[src/rtl/riscv_v_exe_uop_seq_pkg.sv]
// Shared vector-unit types: osize one-hot encodings, sequencer state and micro-op record.
package riscv_v_pkg;

  localparam int unsigned RISCV_V_VLEN             = 128;
  localparam int unsigned RISCV_V_NUM_BYTES        = RISCV_V_VLEN / 8;
  localparam int unsigned RISCV_V_MAX_LMUL_LOG2    = 3;
  localparam int unsigned RISCV_V_VL_W             = 8;
  localparam int unsigned RISCV_V_NUM_VALID_OSIZES = 5;

  typedef enum logic [2:0] {
    OSIZE_IDX_8   = 3'd0,
    OSIZE_IDX_16  = 3'd1,
    OSIZE_IDX_32  = 3'd2,
    OSIZE_IDX_64  = 3'd3,
    OSIZE_IDX_128 = 3'd4
  } osize_idx_e;

  typedef enum logic [RISCV_V_NUM_VALID_OSIZES-1:0] {
    OSIZE_8B   = 5'b00001,
    OSIZE_16B  = 5'b00010,
    OSIZE_32B  = 5'b00100,
    OSIZE_64B  = 5'b01000,
    OSIZE_128B = 5'b10000
  } osize_onehot_e;

  typedef enum logic [1:0] {
    IDLE  = 2'd0,
    ISSUE = 2'd1,
    DONE  = 2'd2
  } uop_seq_state_t;

  typedef struct packed {
    logic [4:0]                       vd;
    logic [4:0]                       vs1;
    logic [4:0]                       vs2;
    logic [RISCV_V_MAX_LMUL_LOG2-1:0] idx;
    logic                             first;
    logic                             last;
    logic [RISCV_V_NUM_BYTES-1:0]     byte_valid;
  } uop_t;

  // Anything that is not a clean one-hot falls back to byte elements.
  function automatic osize_idx_e osize_onehot_to_log2(
    input logic [RISCV_V_NUM_VALID_OSIZES-1:0] osize
  );
    case (osize)
      OSIZE_16B:  return OSIZE_IDX_16;
      OSIZE_32B:  return OSIZE_IDX_32;
      OSIZE_64B:  return OSIZE_IDX_64;
      OSIZE_128B: return OSIZE_IDX_128;
      default:    return OSIZE_IDX_8;
    endcase
  endfunction

endpackage

[src/rtl/riscv_v_exe_uop_seq_if.sv]
// Instruction-in / micro-op-out handshake bundle of the register-group sequencer.
interface riscv_v_exe_uop_seq_if #(
  parameter int unsigned NUM_BYTES = 16,
  parameter int unsigned VL_W      = 8,
  parameter int unsigned IDX_W     = 3
);
  logic                 in_valid;
  logic                 in_ready;
  logic [VL_W-1:0]      in_vl;
  logic [4:0]           in_osize_vector;
  logic [1:0]           in_lmul_log2;
  logic [4:0]           in_vd;
  logic [4:0]           in_vs1;
  logic [4:0]           in_vs2;

  logic                 uop_valid;
  logic                 uop_ready;
  logic [4:0]           uop_vd;
  logic [4:0]           uop_vs1;
  logic [4:0]           uop_vs2;
  logic [IDX_W-1:0]     uop_idx;
  logic                 uop_first;
  logic                 uop_last;
  logic [NUM_BYTES-1:0] uop_byte_valid;

  modport slave (
    input  in_valid, in_vl, in_osize_vector, in_lmul_log2, in_vd, in_vs1, in_vs2, uop_ready,
    output in_ready, uop_valid, uop_vd, uop_vs1, uop_vs2, uop_idx, uop_first, uop_last,
           uop_byte_valid
  );

  modport master (
    output in_valid, in_vl, in_osize_vector, in_lmul_log2, in_vd, in_vs1, in_vs2, uop_ready,
    input  in_ready, uop_valid, uop_vd, uop_vs1, uop_vs2, uop_idx, uop_first, uop_last,
           uop_byte_valid
  );
endinterface

[src/rtl/riscv_v_byte_valid_gen.sv]
// Remaining-byte count to per-byte thermometer mask for one register of a group.
module riscv_v_byte_valid_gen #(
  parameter int unsigned NUM_BYTES = 16,
  parameter int unsigned REM_W     = 13
) (
  input  logic [REM_W-1:0]     remaining,
  output logic [NUM_BYTES-1:0] byte_valid
);

  always_comb begin
    byte_valid = '0;
    for (int unsigned b = 0; b < NUM_BYTES; b++) begin
      byte_valid[b] = (32'(remaining) > b);
    end
  end

endmodule

[src/rtl/riscv_v_exe_uop_seq.sv]
// Register-group micro-op sequencer: splits one vector instruction into one micro-op per
// physical register, each with a registered per-byte valid mask.
module riscv_v_exe_uop_seq
  import riscv_v_pkg::*;
#(
  parameter int unsigned VLEN          = RISCV_V_VLEN,
  parameter int unsigned NUM_BYTES     = VLEN / 8,
  parameter int unsigned MAX_LMUL_LOG2 = RISCV_V_MAX_LMUL_LOG2,
  parameter int unsigned VL_W          = RISCV_V_VL_W
) (
  input  logic                 clk,
  input  logic                 rst,
  input  logic                 flush,
  riscv_v_exe_uop_seq_if.slave bus,
  output logic                 busy,
  output logic                 done
);

  localparam int unsigned W = VL_W + 5;

  uop_seq_state_t   state_q, state_d;
  logic             uop_valid_q, uop_valid_d;
  logic             done_q, done_d;
  uop_t             uop_q, uop_d, uop_ctrl;
  logic [W-1:0]     rem_q, rem_d;
  logic [W-1:0]     cap, vl_eff, tot_bytes;
  osize_idx_e       elog2;
  logic [1:0]       lmul_eff;
  logic             in_ready, accept, fire, load_mask;
  logic [NUM_BYTES-1:0] mask;

  riscv_v_byte_valid_gen #(
    .NUM_BYTES (NUM_BYTES),
    .REM_W     (W)
  ) u_byte_valid_gen (
    .remaining  (rem_d),
    .byte_valid (mask)
  );

  always_comb begin
    elog2     = osize_onehot_to_log2(bus.in_osize_vector);
    lmul_eff  = (int'(bus.in_lmul_log2) > int'(MAX_LMUL_LOG2)) ? 2'(MAX_LMUL_LOG2)
                                                              : bus.in_lmul_log2;
    cap       = (W'(NUM_BYTES) >> elog2) << lmul_eff;
    vl_eff    = (W'(bus.in_vl) < cap) ? W'(bus.in_vl) : cap;
    tot_bytes = vl_eff << elog2;
  end

  always_comb begin
    state_d     = state_q;
    uop_valid_d = uop_valid_q;
    done_d      = 1'b0;
    rem_d       = rem_q;
    uop_ctrl    = uop_q;
    load_mask   = 1'b0;
    in_ready    = rst && !flush && (state_q == IDLE || state_q == DONE);
    accept      = bus.in_valid && in_ready;
    fire        = uop_valid_q && bus.uop_ready;

    if (flush) begin
      state_d     = IDLE;
      uop_valid_d = 1'b0;
    end else begin
      unique case (state_q)
        IDLE, DONE: begin
          state_d = IDLE;
          if (accept) begin
            if (vl_eff == '0) begin
              state_d = DONE;
              done_d  = 1'b1;
            end else begin
              state_d        = ISSUE;
              uop_valid_d    = 1'b1;
              rem_d          = tot_bytes;
              load_mask      = 1'b1;
              uop_ctrl.vd    = bus.in_vd;
              uop_ctrl.vs1   = bus.in_vs1;
              uop_ctrl.vs2   = bus.in_vs2;
              uop_ctrl.idx   = '0;
              uop_ctrl.first = 1'b1;
              uop_ctrl.last  = (tot_bytes <= W'(NUM_BYTES));
            end
          end
        end
        ISSUE: begin
          if (fire) begin
            if (uop_q.last) begin
              state_d     = DONE;
              done_d      = 1'b1;
              uop_valid_d = 1'b0;
            end else begin
              // Remaining bytes are tracked instead of a uop count; last is simply "fits in one register".
              rem_d          = rem_q - W'(NUM_BYTES);
              load_mask      = 1'b1;
              uop_ctrl.vd    = uop_q.vd + 5'd1;
              uop_ctrl.vs1   = uop_q.vs1 + 5'd1;
              uop_ctrl.vs2   = uop_q.vs2 + 5'd1;
              uop_ctrl.idx   = uop_q.idx + 1'b1;
              uop_ctrl.first = 1'b0;
              uop_ctrl.last  = (rem_d <= W'(NUM_BYTES));
            end
          end
        end
        default: state_d = IDLE;
      endcase
    end
  end

  always_comb begin
    uop_d = uop_ctrl;
    if (load_mask) uop_d.byte_valid = mask;
  end

  always_ff @(posedge clk) begin
    if (!rst) begin
      state_q     <= IDLE;
      uop_valid_q <= 1'b0;
      done_q      <= 1'b0;
      uop_q       <= '0;
      rem_q       <= '0;
    end else begin
      state_q     <= state_d;
      uop_valid_q <= uop_valid_d;
      done_q      <= done_d;
      uop_q       <= uop_d;
      rem_q       <= rem_d;
    end
  end

  assign bus.in_ready       = in_ready;
  assign bus.uop_valid      = uop_valid_q;
  assign bus.uop_vd         = uop_q.vd;
  assign bus.uop_vs1        = uop_q.vs1;
  assign bus.uop_vs2        = uop_q.vs2;
  assign bus.uop_idx        = uop_q.idx;
  assign bus.uop_first      = uop_q.first;
  assign bus.uop_last       = uop_q.last;
  assign bus.uop_byte_valid = uop_q.byte_valid;
  assign busy               = (state_q != IDLE);
  assign done               = done_q;

endmodule

[src/flat_wrapper.sv]
// flat-port wrapper written by rule: the top's interface ports become plain ports
module riscv_v_exe_uop_seq_flat import riscv_v_pkg::*;
#(
  parameter int unsigned VLEN          = RISCV_V_VLEN,
  parameter int unsigned NUM_BYTES     = VLEN / 8,
  parameter int unsigned MAX_LMUL_LOG2 = RISCV_V_MAX_LMUL_LOG2,
  parameter int unsigned VL_W          = RISCV_V_VL_W
)
  (clk, rst, flush, busy, done, bus_in_valid, bus_in_vl, bus_in_osize_vector, bus_in_lmul_log2, bus_in_vd, bus_in_vs1, bus_in_vs2, bus_uop_ready, bus_in_ready, bus_uop_valid, bus_uop_vd, bus_uop_vs1, bus_uop_vs2, bus_uop_idx, bus_uop_first, bus_uop_last, bus_uop_byte_valid);
  riscv_v_exe_uop_seq_if #(.NUM_BYTES(NUM_BYTES), .VL_W(VL_W), .IDX_W(3)) bus_i ();
  input  logic clk;
  input  logic rst;
  input  logic flush;
  output logic busy;
  output logic done;
  input wire logic [$bits(bus_i.in_valid)-1:0] bus_in_valid;
  input wire logic [$bits(bus_i.in_vl)-1:0] bus_in_vl;
  input wire logic [$bits(bus_i.in_osize_vector)-1:0] bus_in_osize_vector;
  input wire logic [$bits(bus_i.in_lmul_log2)-1:0] bus_in_lmul_log2;
  input wire logic [$bits(bus_i.in_vd)-1:0] bus_in_vd;
  input wire logic [$bits(bus_i.in_vs1)-1:0] bus_in_vs1;
  input wire logic [$bits(bus_i.in_vs2)-1:0] bus_in_vs2;
  input wire logic [$bits(bus_i.uop_ready)-1:0] bus_uop_ready;
  output wire logic [$bits(bus_i.in_ready)-1:0] bus_in_ready;
  output wire logic [$bits(bus_i.uop_valid)-1:0] bus_uop_valid;
  output wire logic [$bits(bus_i.uop_vd)-1:0] bus_uop_vd;
  output wire logic [$bits(bus_i.uop_vs1)-1:0] bus_uop_vs1;
  output wire logic [$bits(bus_i.uop_vs2)-1:0] bus_uop_vs2;
  output wire logic [$bits(bus_i.uop_idx)-1:0] bus_uop_idx;
  output wire logic [$bits(bus_i.uop_first)-1:0] bus_uop_first;
  output wire logic [$bits(bus_i.uop_last)-1:0] bus_uop_last;
  output wire logic [$bits(bus_i.uop_byte_valid)-1:0] bus_uop_byte_valid;
  assign bus_i.in_valid = bus_in_valid;
  assign bus_i.in_vl = bus_in_vl;
  assign bus_i.in_osize_vector = bus_in_osize_vector;
  assign bus_i.in_lmul_log2 = bus_in_lmul_log2;
  assign bus_i.in_vd = bus_in_vd;
  assign bus_i.in_vs1 = bus_in_vs1;
  assign bus_i.in_vs2 = bus_in_vs2;
  assign bus_i.uop_ready = bus_uop_ready;
  assign bus_in_ready = bus_i.in_ready;
  assign bus_uop_valid = bus_i.uop_valid;
  assign bus_uop_vd = bus_i.uop_vd;
  assign bus_uop_vs1 = bus_i.uop_vs1;
  assign bus_uop_vs2 = bus_i.uop_vs2;
  assign bus_uop_idx = bus_i.uop_idx;
  assign bus_uop_first = bus_i.uop_first;
  assign bus_uop_last = bus_i.uop_last;
  assign bus_uop_byte_valid = bus_i.uop_byte_valid;
  riscv_v_exe_uop_seq #(.VLEN(VLEN), .NUM_BYTES(NUM_BYTES), .MAX_LMUL_LOG2(MAX_LMUL_LOG2), .VL_W(VL_W)) u_core (.clk(clk), .rst(rst), .flush(flush), .bus(bus_i), .busy(busy), .done(done));
endmodule
[config.mk]
export PLATFORM = sky130hd
export DESIGN_NAME = riscv_v_exe_uop_seq_flat
export DESIGN_NICKNAME = d
export VERILOG_FILES = /design/src/rtl/riscv_v_exe_uop_seq_pkg.sv /design/src/rtl/riscv_v_exe_uop_seq_if.sv /design/src/rtl/riscv_v_byte_valid_gen.sv /design/src/rtl/riscv_v_exe_uop_seq.sv /design/src/flat_wrapper.sv
export SDC_FILE = /design/constraint.sdc
export NUM_CORES = 1
export LEC_CHECK = 0
export CAP_MARGIN = 40
export CELL_PAD_IN_SITES_DETAIL_PLACEMENT = 0
export CELL_PAD_IN_SITES_GLOBAL_PLACEMENT = 1
export CORE_MARGIN = 2
export CORE_UTILIZATION = 39
export CTS_CLUSTER_SIZE = 8
export DETAILED_ROUTE_END_ITERATION = 10
export HOLD_SLACK_MARGIN = 0.1
export PLACE_DENSITY = 0.79
export RECOVER_POWER = 25
export SLEW_MARGIN = 20
export SYNTH_ARGS = -nofsm -noshare
export SYNTH_HDL_FRONTEND = slang
export SYNTH_SLANG_ARGS = --single-unit
[constraint.sdc]
create_clock -name clk -period 6.3 [get_ports clk]
set_input_delay 0.945 -clock clk [delete_from_list [all_inputs] [get_ports clk]]
set_output_delay 0.945 -clock clk [all_outputs]
set_load 0.01 [all_outputs]
# Word level (Yosys, flattened, before mapping)
# Cells that the tools add are included.
[op_classes]
magnitude_cmp = 19
n_addsub = 5
n_eq_ne = 11
reduce_logical = 16
shifts = 3
n_mux = 34
bitwise = 2
[op_table]
columns = ["cell", "count"]
rows = [
  ["> comparator 13 x 4 -> 1 bit, second input constant", 8],
  ["two-way mux 20 bit", 4],
  ["two-way mux 13 bit", 6],
  ["> comparator 13 x 3 -> 1 bit, second input constant", 4],
  ["one-hot mux 20 bit (2 select lines)", 1],
  ["> comparator 13 x 1 -> 1 bit, second input constant", 2],
  ["> comparator 13 x 2 -> 1 bit, second input constant", 2],
  ["less-or-equal comparator 13 x 5 -> 1 bit, second input constant", 2],
  ["one-hot mux 13 bit (2 select lines)", 1],
  ["adder 5 x 1 -> 5 bit, second input constant", 3],
  ["logical NOT 13 bit", 1],
  ["less-than comparator 8 x 13 -> 1 bit", 1],
  ["two-way mux 1 bit", 13],
  ["<< shifter 13 x 2 -> 13 bit", 1],
  ["<< shifter 13 x 3 -> 13 bit", 1],
  ["right shift 5 x 3 -> 13 bit, first input constant", 1],
  ["subtractor 13 x 5 -> 13 bit, second input constant", 1],
  ["one-hot mux 3 bit (4 select lines)", 1],
  ["AND reduction 5 bit", 2],
  ["two-way mux 2 bit", 4],
  ["!= test 2 x 1 -> 1 bit, second input constant", 3],
  ["one-hot mux 1 bit (2 select lines)", 3],
  ["AND reduction 6 bit", 1],
  ["equality test 5 x 2 -> 1 bit, second input constant", 1],
  ["other kinds (16)", 23],
]
[totals]
output_inout_bits = 40
regBits = 53

# Depth between registers and ports, before layout
# Gate-level depths: netlist (run 1).
[logic_depth]
depth_word = 12
depth_mapped = 19
mapped_depth_nobuf = 15

# Cells and area by module
# From an unflattened synthesis (run 1), not the netlist that was laid out.
[unflattened]
cells_unflattened = 527
hier_area_um2 = 3895.0
[modules_own_cells]
columns = ["mod", "n_inst", "area_each_um2", "cells_each"]
rows = [
  ["riscv_v_exe_uop_seq", 1, 3704.8, 493],
  ["riscv_v_byte_valid_gen", 1, 190.2, 34],
]

# Least setup slack after synthesis (run 1)
# OpenSTA, ideal clock, no wires.
[synth_timing]
path_kind = "input -> register"
from = "input port bus_in_osize_vector[1]"
to = "register u_core.uop_q (netlist bit u_core.bus.uop_byte_valid[11])"
t_arrival_ns = 4.910
path_stages = 19
setup_ns = 0.122
slack_ns = 1.268
cell_sequence = "buf_2 clkbuf_1 nor3b_1 o21ai_0 o21ai_0 inv_1 ha_1 a21oi_1 o21ai_0 nor2b_1 clkbuf_1 o31a_1 o31a_1 clkbuf_1 mux2i_1 clkbuf_1 nor2_1 inv_1 a21oi_2"
[synth_between]
elab_chain_len = 12
word_cells_on_any_way = 20
cone_classes = "order compare (2); eq/ne (4); shift (3); mux (10); reduce/logical (1)"
[synth_rtl]
columns = ["item", "line_no", "text"]
rows = [
  ["start: declaration", "flat_wrapper.sv:18", "input wire logic [$bits(bus_i.in_osize_vector)-1:0] bus_in_osize_vector;"],
  ["equality test 5 bit (tied with other cells)", "riscv_v_exe_uop_seq_pkg.sv:46", "case (osize)"],
  ["one-hot mux 3 bit (4 select lines) *", "riscv_v_exe_uop_seq_pkg.sv:46", ""],
  ["right shift 5 x 3 -> 13 bit", "riscv_v_exe_uop_seq.sv:44", "cap = (W'(NUM_BYTES) >> elog2) << lmul_eff;"],
  ["<< shifter 13 x 2 -> 13 bit", "riscv_v_exe_uop_seq.sv:44", ""],
  ["less-than comparator 8 x 13 -> 1 bit", "riscv_v_exe_uop_seq.sv:45", "vl_eff = (W'(bus.in_vl) < cap) ? W'(bus.in_vl) : cap;"],
  ["two-way mux 13 bit", "riscv_v_exe_uop_seq.sv:45", ""],
  ["<< shifter 13 x 3 -> 13 bit / logical NOT 13 bit (equally long branches)", "riscv_v_exe_uop_seq.sv:46, riscv_v_exe_uop_seq.sv:68", ""],
  ["two-way mux 13 bit", "riscv_v_exe_uop_seq.sv:68", "if (vl_eff == '0) begin"],
  ["two-way mux 13 bit", "riscv_v_exe_uop_seq.sv:67", "if (accept) begin"],
  ["one-hot mux 13 bit (2 select lines)", "riscv_v_exe_uop_seq.sv:64", "unique case (state_q)"],
  ["two-way mux 13 bit", "riscv_v_exe_uop_seq.sv:60", "if (flush) begin"],
  ["> comparator 13 x 4 -> 1 bit", "riscv_v_byte_valid_gen.sv:13", "byte_valid[b] = (32'(remaining) > b);"],
  ["end signal: assignment", "riscv_v_exe_uop_seq.sv:125", "uop_q <= uop_d;"],
  ["end: declaration", "riscv_v_exe_uop_seq.sv:24", "uop_t uop_q, uop_d, uop_ctrl;"],
]
# Mark *: on every way between the ends. The rest lies on a longest branch, timed or not.
# A chain may end at the register's enable or synchronous reset.

# Worst setup path in the final report (run 1)
[layout_timing]
from = "input port bus_in_osize_vector[4]"
to = "register u_core.uop_q (netlist bit u_core.bus.uop_byte_valid[3])"
[layout_between]
elab_chain_len = 12
word_cells_on_any_way = 20
cone_classes = "order compare (2); eq/ne (4); shift (3); mux (10); reduce/logical (1)"
[layout_rtl]
columns = ["item", "line_no"]
rows = [
  ["equality test 5 bit (tied with other cells)", "riscv_v_exe_uop_seq_pkg.sv:46"],
  ["one-hot mux 3 bit (4 select lines) *", "riscv_v_exe_uop_seq_pkg.sv:46"],
  ["right shift 5 x 3 -> 13 bit", "riscv_v_exe_uop_seq.sv:44"],
  ["<< shifter 13 x 2 -> 13 bit", "riscv_v_exe_uop_seq.sv:44"],
  ["less-than comparator 8 x 13 -> 1 bit", "riscv_v_exe_uop_seq.sv:45"],
  ["two-way mux 13 bit", "riscv_v_exe_uop_seq.sv:45"],
  ["<< shifter 13 x 3 -> 13 bit / logical NOT 13 bit (equally long branches)", "riscv_v_exe_uop_seq.sv:46, riscv_v_exe_uop_seq.sv:68"],
  ["two-way mux 13 bit", "riscv_v_exe_uop_seq.sv:68"],
  ["two-way mux 13 bit", "riscv_v_exe_uop_seq.sv:67"],
  ["one-hot mux 13 bit (2 select lines)", "riscv_v_exe_uop_seq.sv:64"],
  ["two-way mux 13 bit", "riscv_v_exe_uop_seq.sv:60"],
  ["> comparator 13 x 2 -> 1 bit", "riscv_v_byte_valid_gen.sv:13"],
]
# Marks and branches as above.

==> run summary, run 1 <==
The flow ran to the end, and the final reports show no timing, DRC or antenna violations. The synthesized flop and latch total is 53, and the global-route congestion overflow total is 0. Along the worst path, the maximum fanout reaches 13. The largest voltage drop on the vdd net is 0.000105 V.

After floorplanning, the core was divided into 37 placement rows. Dividing total power by cell area gives a power density of 158 nW/um^2. For the number of fillers in the final layout, the log shows 1034. After synthesis, the share of flip-flops with an asynchronous set or reset is 0%. Dividing the detail-routed via count by the number of cells gives 6.10.

For the pin with the worst max-slew slack, the measured transition is 0.679 ns. The area of combinational cells with multiple inputs was 2900 sq um. The critical path arrival is 5.75 ns.

The tools report the remaining antenna violation count as 0. The number of hold buffers added after CTS was 0. The routed layout has 4724 vias. The number of antenna diodes came out at 0.

For this configuration, the core starts out at a cell density of 40.5%. The routed design uses 987 um of met3 wire. Once the clock tree was built, the setup fixing pass inserted 0 buffers.

The number of global-route vias before repair is 4334. In the final layout, flip-flops and latches occupy 1060 sq um. The cell sitting at the root of the clock tree is a clkbuf_8.

After synthesis, the mean cell area works out to 7.34 sq um. The leakage dissipation is 1.98 nW. The number of gates resized after CTS was 0. The run gives 54.8% as the max-slew headroom at the worst pin. TritonCTS created 5 clock buffers. The number of clock sinks is 53, and the final sum of negative setup slack is 0 ns. Synthesis instantiated 74 different standard cells from the library.

The min-delay analysis places its worst path in the category reg -> reg. Static timing analysis puts the maximum clock frequency at 180 MHz. The number of warnings issued by yosys is 0.

STA classifies the critical path startpoint as a primary input. The total die area is 11600 sq um. The area growth from synthesis to layout was 25.2%; the utilization of the core after routing was 50.7%.

The number of enable-type register cells in the synthesized netlist is 0, and the final setup skew is 0.00770 ns. The global-route wire length before repair came out at 22400 um. The horizontal die dimension came out at 108 um.

In the layout the commonest cells are nor2_1 (67), o21ai_0 (58), dfxtp_1 (53), clkdlybuf4s50_1 (51), a21oi_1 (37). Highest cell delay on the worst timing path: 0.56 ns. In this run the top signal layer used is met4. The net count reported at finish was 686; the clock-pin slew on the worst setup and hold paths was 0.10 ns. TritonCTS built the clock tree. STA classifies the critical path endpoint as a flop.

The number of antenna violations at the first check in global routing was 0; the met2 routed wirelength was 6620 um. The tools report the H-tree depth reported by CTS as 2. The routed wire length is 14200 um. After technology mapping, the gate count stands at 572.

Number of nets produced by synthesis: 621. Data on the critical path is required at its endpoint by 6.50 ns. For the maximum number of pins on one net before global-route repair, the log shows 24. The post-route netlist has 9.56% of its cells at a drive strength greater than 1.

The number of violations reported at the end of detailed-routing iteration 0 is 418, and the share of synthesized area occupied by flip-flops and latches is 25.3%. The insertion delay of the later-clocked pin in the worst-skew pair came out at 0.32 ns. Count of pins over their slew limit: 0. The most used flip-flop cell after synthesis is dfxtp_1. For this run, the detailed router's first-pass iteration total came to 5.

Walking the worst path, the cells encountered are clkdlybuf4s50_1 > nor3_1 > o21ai_0 > o21ai_0 > inv_1 > ha_1 > nand4_1 > nor2_1 > a221o_1 > nor2_4 > o31a_1 > o21bai_1 > o31ai_1 > nand4_1 > nor4_4 > buf_12 > a31oi_1. The die extent in y works out to 108 um. The cell at the slowest stage of the critical path is clkdlybuf4s50_1. After detailed routing, the wire length on met1 is 6290 um. Most common cell after layout, fill and taps aside: nor2_1.

The floorplan step defined a core boundary enclosing 10400 sq um. The mapped netlist covers 4200 sq um. The final count of negative-setup-slack endpoints was 0. For this run, design rule violations remaining after detail routing come to 0. 75 I/O pins were placed. The tools report the placed wire-length estimate as 10600 um. The per-cell routed wire length was 18.3 um. Worst setup path category: in -> reg.

The tools report the count of final hold-check violations as 0. Setup repair after global routing left no endpoint under its margin. The worst path in the final design needs a cycle of 5.56 ns, including I/O delays and setup. Buffers placed on the I/O ports in this run total 74. After layout, the worst path uses 88.2% of the clock period. The logs give 24.3% for the total global-route track usage and 2 for the maximum count of clock buffers along a single path.

The tool flagged a number of max-cap violations equal to 0. At the end of routability-driven placement, the weighted congestion stood at 0.942.
==> per-layer routing <==
layer,global-route usage [%],up-vias
met4,9.07,0
met5,0,-
met2,39.0,208
met3,3.93,25
met1,32.6,2211
li1,-,2280
==> sequential cells by signal, summed over array words and instances (netlist names) <==
signal and flops:
u_core.bus.uop_byte_valid 16, u_core.bus.uop_first 1, u_core.bus.uop_idx 3, u_core.bus.uop_last 1, u_core.bus.uop_valid 1, u_core.bus.uop_vd 5, u_core.bus.uop_vs1 5, u_core.bus.uop_vs2 5
u_core.done 1, u_core.rem_q 13, u_core.state_q 2
==> kinds of logic (layout without fill, tap and decap cells) <==
kind of cell | after synthesis | after routing | share of synthesized area (%)
fa+ha+maj | 14 | 14 | 4.17
xor+xnor | 7 | 7 | 1.46
compound gates | 203 | 203 | 32.3
mux | 5 | 5 | 1.22
buf+inv | 58 | 124 | 5.75
flops | 53 | 53 | 25.3
simple gates | 232 | 232 | 29.9
==> through the flow <==
step | worst slack (ns) | power (mW) | instances | area [sq um] | hold WS (ns)
detailed placement | 0.259 | 0.591 | 765 | 5140 | 0.484
floorplan | 1.27 | 0.502 | 572 | 4200 | 0.454
finish | 0.741 | 0.832 | 774 | 5260 | 0.494
global route | 0.334 | 0.872 | 774 | 5260 | 0.515
CTS | 0.591 | 0.836 | 773 | 5250 | 0.502
global placement | 0.167 | 0.590 | 764 | 5110 | 0.470
==> report_power, final <==
part | switching [mW] | internal, mW | leakage, nW
logic | 0.136 | 0.0985 | 1.50
clock network | 0.124 | 0.120 | 0.0554
registers | 0.00960 | 0.344 | 0.429
==> critical path, delay by kind of cell <==
kind / cells / cell delay (ns)
buf+inv: 3 / 0.91
compound gates: 7 / 2.14
fa+ha+maj: 1 / 0.34
simple gates: 6 / 1.40
==> final cells by class <==
type                    count  area share (%)
well taps                 136            3.24
clock buffers               6            1.38
repair buffers             97            18.0
multi-input cells         461            55.1
inverters                  19            1.36
flip-flops and latches     53            20.2
clock inverters             2           0.738
==> path summary, 6_finish.rpt <==
kind / startpoint / end / slack [ns] / cells past startpoint
max: bus_in_osize_vector[4] / u_core.bus.uop_byte_valid[3]$_SDFFE_PN0P_ / 0.74 / 17
min: u_core.bus.uop_first$_SDFFE_PN0P_ / u_core.bus.uop_first$_SDFFE_PN0P_ / 0.49 / 2
min reg2reg: u_core.bus.uop_first$_SDFFE_PN0P_ / u_core.bus.uop_first$_SDFFE_PN0P_ / 0.49 / 2
max reg2reg: u_core.rem_q[4]$_SDFF_PN0_ / u_core.bus.uop_byte_valid[3]$_SDFFE_PN0P_ / 2.55 / 13
==> cell usage after synthesis (all sizes together) (5+ instances only) <==
cell type,n,area share (%)
nor2,68,6.3
o21ai,62,7.4
dfxtp,53,25
a21oi,45,6.1
nand2,33,3.0
clkbuf,29,2.6
nor3,21,2.5
inv,18,1.6
a31oi,16,2.7
nand3,16,1.9
nand4,16,2.4
a211oi,14,2.6
ha,14,4.2
a21o,10,1.8
buf,10,1.5
or3,10,1.6
nor4,9,1.7
nand2b,8,1.2
o31ai,8,1.5
or2,8,1.2
and3,7,1.0
nor3b,7,1.3
o211ai,7,1.3
and2,6,0.89
and3b,6,1.3
o22ai,5,0.74
or4,5,0.98
Power figures use the tool's default switching activity.
==> inputs of run 2 (changes only) <==
CELL_PAD_IN_SITES_DETAIL_PLACEMENT = 1   (was 0)
SLEW_MARGIN = 30   (was 20)
==> run 2 against run 1 <==
  * Worst hold slack improved by 0.020 ns
  * Clock skew increased by 0.0036 ns
  * Power increased by 0.41%
  * Routed wire length increased by 9.3%
  * Critical path depth increased by 1
  * Clock power about the same
  * Non-clock buffer count unchanged
  * Critical path type unchanged
==> run summary, run 2 (synthesis gave the netlist of run 1 again) <==
Endpoint of the worst hold path: u_core.bus.uop_vs1[4]$_SDFFE_PN0P_. The tree is rooted in a clkbuf_8. Setup repair after global routing left no endpoint under its margin. STA classifies the critical path startpoint as a primary input. The logs give 5 (unchanged) for the number of buffers created by CTS and 255 (-39%) for the number of violations reported at the end of detailed-routing iteration 0. TritonCTS built the clock tree. For the number of buffers inserted by hold repair at cts, the log shows 0 (unchanged).

The final setup skew was 0.0113 ns (+0.00363 ns); the number of instances on the worst hold path was 2 (unchanged). The die extent in y is 108 um (unchanged), and the placed wire-length estimate is 11900 um (+13%). For the achievable frequency, the log shows 174 MHz (-3.1%). Compared with the post-synthesis result, the final layout area differs by 24.7%. The run finished with clean final reports. The power per standard cell area is 159 nW/um^2 (+0.77%). The total global-route track usage is 26.7% (+2.4 points).

The top cell types in the final layout, fill and taps aside, are nor2_1 (67), o21ai_0 (58), dfxtp_1 (53), clkdlybuf4s50_1 (51), a21oi_1 (37). Most common cell after layout, fill and taps aside: nor2_1. The global-route congestion overflow total is 0 (unchanged). For the cell-internal power, the log shows 0.561 mW (-0.19%).

The tools report the data required time at the worst endpoint as 6.49 ns (about the same). The share of cells above drive strength 1 works out to 9.56% (unchanged). The worst setup slack for register-to-register paths is 2.48 ns (-0.07 ns). The tools report the insertion delay of the later-clocked pin in the worst-skew pair as 0.31 ns (about the same). The fraction of power spent switching nets was 32.8% (+0.40 points); the total die area was 11600 sq um (unchanged). The per-cell routed wire length works out to 20.0 um (+9.3%).

The clock-pin slew on the worst setup and hold paths came out at 0.10 ns (about the same). The shortest period the worst path allows was 5.73 ns (+0.175 ns); the maximum number of pins on one net before global-route repair was 24 (unchanged). The number of global-route vias before repair came out at 4710 (+8.7%).

For the net count reported at finish, the log shows 686 (unchanged). By startpoint and endpoint, the worst setup path is classified as in -> reg. For the remaining design rule violation count, the log shows 0 (unchanged). The largest fanout of any net on the critical path is 13 (unchanged). The flip-flop count of the largest register, all copies and words added is 16 (unchanged), and the number of clock sinks is 53 (unchanged). The source of the worst hold timing path is u_core.bus.uop_vs1[4]$_SDFFE_PN0P_.

The max-slew headroom at the worst pin is 52.6% (-2.2 points). The logs give 5 (unchanged) for the iteration count of the initial detailed-routing pass and 50.5% (-0.18 points) for the utilization of the core after routing. The leakage dissipation came out at 1.98 nW (-0.33%).

The logs give 0.942 (unchanged) for the routability congestion estimate and 765 (unchanged) for the number of placed instances, taps included. The via density per instance was 6.14 (+0.53%); the number of standard cells in the final layout excluding fillers was 774 (unchanged). The run gives 42.4% (about the same) as the part of the total power dissipated in sequential elements. The max capacitance violation total was 0 (unchanged).

The tools report the count of pins over their slew limit as 0 (unchanged). The startpoint of the worst-slack reg-to-reg timing path was u_core.rem_q[4]$_SDFF_PN0_. The buffer count from post-CTS setup fixing is 0 (unchanged). The number of antenna diodes came out at 0 (unchanged). The routed wire length is 15500 um (+9.3%). The run gives 4749 (+0.53%) as the number of vias after detailed routing.

The tools report the part of the total power dissipated in combinational logic as 28.3% (about the same). The total net switching power was 0.274 mW (+1.7%). The logs give 29.3% (about the same) for the relative contribution of the clock network to total power and 2 (unchanged) for the H-tree depth reported by CTS. The global-route wire length before repair was 24800 um (+10%); the critical path arrival was 5.92 ns (+0.17 ns). The total of buffers placed on input and output ports came out at 74 (unchanged). The maximum count of clock buffers along a single path was 2 (unchanged); the horizontal die dimension was 108 um (unchanged). The run gives 37 (unchanged) as the count of standard-cell rows. The tightest min-delay check is of the reg -> reg type. Post-route clock period utilization: 91.0% (+2.8 points). The starting density of the core was 40.5% (unchanged).

STA classifies the critical path endpoint as a flop. The actual transition at the worst max-transition pin came out at 0.711 ns (+0.0326 ns). The tools report the count of final hold-check violations as 0 (unchanged). The count of instances resized after the clock tree is built was 0 (unchanged); the number of antenna violations at the first check in global routing was 0 (unchanged). The cell count of the worst reg-to-reg path came out at 13 (unchanged). The tools report the area of the core region as 10400 sq um (unchanged). The tools report the capture instance of the worst register-to-register path as u_core.bus.uop_byte_valid[3]$_SDFFE_PN0P_.

The largest voltage drop on the vdd net was 0.0000932 V (-11%). The final sum of negative setup slack was 0 ns (unchanged); the remaining antenna violation count was 0 (unchanged). The tools report the final count of negative-setup-slack endpoints as 0 (unchanged).

The number of placed I/O pins is 75 (unchanged).
==> run 2: critical path, stage by stage <==
cell and delay [ns]:
clkdlybuf4s50_1 0.57, nor3_1 0.54, o21a_1 0.25, nor2_1 0.06
or2_1 0.28, ha_1 0.34, inv_1 0.04, o21ai_0 0.22
nor2b_1 0.44, buf_2 0.28, nor2_4 0.10, o311ai_0 0.45
o32ai_1 0.21, a221oi_2 0.31, nand4_1 0.21, nor4_4 0.37
buf_12 0.20, a31oi_1 0.09
==> run 2: power groups by stage <==
stage               registers [mW]  logic (mW)  clock network [mW]
CTS                          0.354       0.235               0.251
global placement             0.361       0.229                   0
detailed placement           0.362       0.234                   0
floorplan                    0.361       0.141                   0
global route                 0.355       0.257               0.263
finish                       0.354       0.236               0.245
==> run 2: how the worst max path moves through the flow <==
stage,start,endpoint,slack (ns),depth (start not counted)
2_1_floorplan,bus_in_osize_vector[1],u_core.bus.uop_byte_valid[11]$_SDFFE_PN0P_,1.27,19
3_3_place_gp,bus_in_osize_vector[1],u_core.bus.uop_byte_valid[3]$_SDFFE_PN0P_,0.17,18
3_5_place_dp,bus_in_osize_vector[4],u_core.bus.uop_byte_valid[4]$_SDFFE_PN0P_,0.18,17
4_1_cts,bus_in_osize_vector[4],u_core.bus.uop_byte_valid[3]$_SDFFE_PN0P_,0.49,17
5_1_grt,bus_in_osize_vector[4],u_core.bus.uop_byte_valid[3]$_SDFFE_PN0P_,0.24,17
6_report,bus_in_osize_vector[4],u_core.bus.uop_byte_valid[3]$_SDFFE_PN0P_,0.57,18
==> run 2: through the flow <==
step / area [sq um] / worst slack [ns] / hold WS, ns / power [mW]
detailed placement: 5120 / 0.176 / 0.487 / 0.595
floorplan: 4200 / 1.27 / 0.454 / 0.502
global route: 5240 / 0.245 / 0.539 / 0.876
CTS: 5230 / 0.488 / 0.515 / 0.840
finish: 5240 / 0.565 / 0.513 / 0.835
global placement: 5110 / 0.167 / 0.470 / 0.590
==> run 2: layout make-up <==
| cell class | instances | area [sq um] |
|---|---|---|
| Fill cell | 1315 | 5130 |
| Multi-Input combinational cell | 461 | 2900 |
| Sequential cell | 53 | 1060 |
| Timing Repair Buffer | 97 | 927 |
| Tap cell | 136 | 170 |
| Clock buffer | 6 | 72.6 |
| Inverter | 19 | 71.3 |
| Clock inverter | 2 | 38.8 |
==> run 2: per-layer routing <==
metal / vias to the layer above / part of all wire (%) / global-route usage (%) / wire length [um]
met5: - / 0 / 0 / 0
met4: 0 / 2.3 / 7.60 / 354
li1: 2272 / - / - / -
met3: 30 / 4.6 / 2.91 / 706
met2: 146 / 48 / 46.7 / 7480
met1: 2301 / 45 / 34.5 / 6970
==> inputs of run 3 (changes only) <==
RECOVER_POWER = 100   (was 25)
==> run 3 against run 2 <==
  * Power fell by 0.74%
  * Clock skew shrank 0.0011 ns
  * Die area unchanged
  * Sequential share of layout area up 0.26 points
  * Design area decreased by 1.3%
  * Global-route usage unchanged
  * Final cell count did not move
  * Clock power is essentially flat
  * First-iteration DRC count down 1.2%
  * Combinational power fell by 2%
==> run summary, run 3 (synthesis gave the netlist of run 1 again) <==
For the buffer count from post-CTS setup fixing, the log shows 0 (unchanged). The largest voltage drop on the vdd net was 0.0000932 V (about the same). The number of violations reported at the end of detailed-routing iteration 0 was 252 (-1.2%). The total die area was 11600 sq um (unchanged).

The highest cell delay on the worst timing path is 0.67 ns (+0.10 ns). Setup repair after global routing left no endpoint under its margin. The die extent in y is 108 um (unchanged). Master cell of the clock root buffer: clkbuf_8. TritonCTS built the clock tree. The final sum of negative setup slack is 0 ns (unchanged), and the final setup skew is 0.0102 ns (-0.00115 ns).

The count of pins over their slew limit was 0 (unchanged). The number of global-route vias before repair is 4710 (unchanged), and the H-tree depth reported by CTS is 2 (unchanged). The sum of met3 wire segment lengths after detailed routing is 639 um (-9.5%), and the critical path arrival is 6.04 ns (+0.12 ns).

The number of vias after detailed routing is 4725 (-0.51%), and the maximum number of pins on one net before global-route repair is 24 (unchanged). The power per standard cell area is 160 nW/um^2 (+0.56%), and the post-route met1 wirelength is 7000 um (+0.44%). The number of placed I/O pins was 75 (unchanged).

The run gives 24800 um (unchanged) as the global-route wire length before repair. The worst hold path terminates at u_core.bus.uop_vs1[4]$_SDFFE_PN0P_. The area of the core region is 10400 sq um (unchanged), and the number of buffers created by CTS is 5 (unchanged). The clock-pin slew on the worst setup and hold paths came out at 0.10 ns (about the same). The signal on the critical path passes through dlygate4sd3_1 > nor3_1 > o21a_1 > nor2_1 > or2_0 > ha_1 > inv_1 > o21ai_0 > nor2b_1 > buf_2 > nor2_4 > o311ai_0 > o32ai_1 > a221oi_2 > nand4_1 > nor4_2 > buf_12 > a31oi_1. The run gives 40.5% (unchanged) as the starting density of the core. The run finished with clean final reports. The remaining antenna violation count was 0 (unchanged). The number of placed instances, taps included was 765 (unchanged); the number of antenna diodes was 0 (unchanged). The tools report the placed wire-length estimate as 11900 um (unchanged). Via density per instance: 6.10 (-0.51%).

The run gives 15500 um (-0.11%) as the routed wire length. The post-detailed-placement cell area is 5120 sq um (unchanged). The iteration count of the initial detailed-routing pass is 5 (unchanged), and the leakage dissipation is 2.01 nW (+1.7%).

The run gives 6.49 ns (about the same) as the data required time at the worst endpoint. The global-route congestion overflow total was 0 (unchanged). In the layout the commonest cells are nor2_1 (67), o21ai_0 (58), dfxtp_1 (53), a21oi_1 (43), dlygate4sd3_1 (41). The largest fanout of any net on the critical path came out at 13 (unchanged). The cell count of the worst reg-to-reg path was 13 (unchanged). The per-cell routed wire length was 20.0 um (-0.11%). STA classifies the critical path endpoint as a flop.

For the final count of negative-setup-slack endpoints, the log shows 0 (unchanged). The met2 routed wirelength was 7510 um (+0.48%). The tools report the source of the worst hold timing path as u_core.bus.uop_vs1[4]$_SDFFE_PN0P_.

The run gives 53 (unchanged) as the number of clock sinks. The logs give 0.942 (unchanged) for the routability congestion estimate and 0 (unchanged) for the count of instances resized after the clock tree is built. The classification of the worst-slack hold path is reg -> reg. The shortest period the worst path allows came out at 5.85 ns (+0.118 ns). The net count reported at finish came out at 686 (unchanged).

The tools report the max-slew headroom at the worst pin as 53.9% (+1.3 points). The max capacitance violation total came out at 0 (unchanged). The number of antenna violations at the first check in global routing was 0 (unchanged). The share of cells above drive strength 1 is 7.52% (-2.0 points). The tools report the post-placement worst setup slack as 0.176 ns (unchanged).

The worst setup path is of the in -> reg kind. The number of standard cells in the final layout excluding fillers is 774 (unchanged), and the area growth from synthesis to layout is 23.1%. The setup slack of the critical path after layout was 0.447 ns (-0.118 ns); the number of instances on the worst hold path was 2 (unchanged). The worst setup slack for register-to-register paths is 2.49 ns (about the same), and the insertion delay of the later-clocked pin in the worst-skew pair is 0.31 ns (about the same). The highest metal layer carrying signal wires in the routed design is met4. The post-route clock period utilization was 92.9% (+1.9 points); the flip-flop count of the largest register, all copies and words added was 16 (unchanged). Total global-route track usage: 26.7% (unchanged). The capture instance of the worst register-to-register path is u_core.bus.uop_byte_valid[3]$_SDFFE_PN0P_.

The final cell area excluding filler cells is 5170 sq um (-1.3%), and the count of final hold-check violations is 0 (unchanged). The count of standard-cell rows was 37 (unchanged). The run gives 171 MHz (-2.0%) as the achievable frequency. The worst setup path is launched from a primary input.

The startpoint identified for the worst register-to-register timing path is u_core.rem_q[4]$_SDFF_PN0_. The run gives 0 (unchanged) as the remaining design rule violation count. The actual transition at the worst max-transition pin was 0.691 ns (-0.0200 ns). The total of buffers placed on input and output ports was 74 (unchanged). The horizontal die dimension was 108 um (unchanged). Leaving out fill and tap cells, the most frequent cell in the layout is nor2_1.

Cell at the slowest stage of the critical path: dlygate4sd3_1. The number of buffers inserted by hold repair at cts is 0 (unchanged), and the maximum count of clock buffers along a single path is 2 (unchanged).
-- run 3: changes by cell type in the layout (fill, tap and decap cells not counted), sizes merged --
cell           previous run  this run
buf                      23        18
clkbuf                    6        11
dlygate4sd3              23        41
clkdlybuf4s50            51        33
-- run 3: critical path: cells and delay by family --
| family | cells | cell delay (ns) |
|---|---|---|
| AO/OA/AOI/OAI | 6 | 1.55 |
| AND/OR/NAND/NOR | 7 | 2.01 |
| adder cells (fa/ha/maj) | 1 | 0.36 |
| buffers and inverters | 4 | 1.18 |
-- run 3: final cells by class --
| cell class | count | area (sq um) |
|---|---|---|
| fillers | 1326 | 5200 |
| multi-input cells | 461 | 2850 |
| clock buffers | 6 | 72.6 |
| well taps | 136 | 170 |
| repair buffers | 97 | 908 |
| inverters | 19 | 71.3 |
| flip-flops and latches | 53 | 1060 |
| clock inverters | 2 | 38.8 |
-- run 3: worst max path at each step --
| stage | startpoint | end | depth (start not counted) |
|---|---|---|---|
| after global routing | bus_in_osize_vector[4] | u_core.bus.uop_byte_valid[6]$_SDFFE_PN0P_ | 18 |
| after detailed placement | bus_in_osize_vector[4] | u_core.bus.uop_byte_valid[4]$_SDFFE_PN0P_ | 17 |
| final | bus_in_osize_vector[4] | u_core.bus.uop_byte_valid[3]$_SDFFE_PN0P_ | 18 |
| after CTS | bus_in_osize_vector[4] | u_core.bus.uop_byte_valid[3]$_SDFFE_PN0P_ | 17 |
| after global placement | bus_in_osize_vector[1] | u_core.bus.uop_byte_valid[3]$_SDFFE_PN0P_ | 18 |
| after floorplan | bus_in_osize_vector[1] | u_core.bus.uop_byte_valid[11]$_SDFFE_PN0P_ | 19 |
-- run 3: layer usage --
metal  up-vias  global-route usage, %
li1       2274                      -
met1      2296                   34.5
met2       128                   46.7
met3        27                   2.91
met4         0                   7.60
met5         -                      0
-- run 3: where the power goes --
part,internal [mW],switching [mW]
Clock,0.120,0.125
Combinational,0.0941,0.136
Sequential,0.344,0.00972
-- run 3: metrics by stage --
step / util, % / hold WS [ns] / power (mW)
3_5_place_dp: 49.4 / 0.487 / 0.595
3_3_place_gp: 49.3 / 0.470 / 0.590
5_1_grt: 49.9 / 0.539 / 0.871
6_report: 49.9 / 0.512 / 0.829
4_1_cts: 50.5 / 0.515 / 0.840
2_1_floorplan: - / 0.454 / 0.502
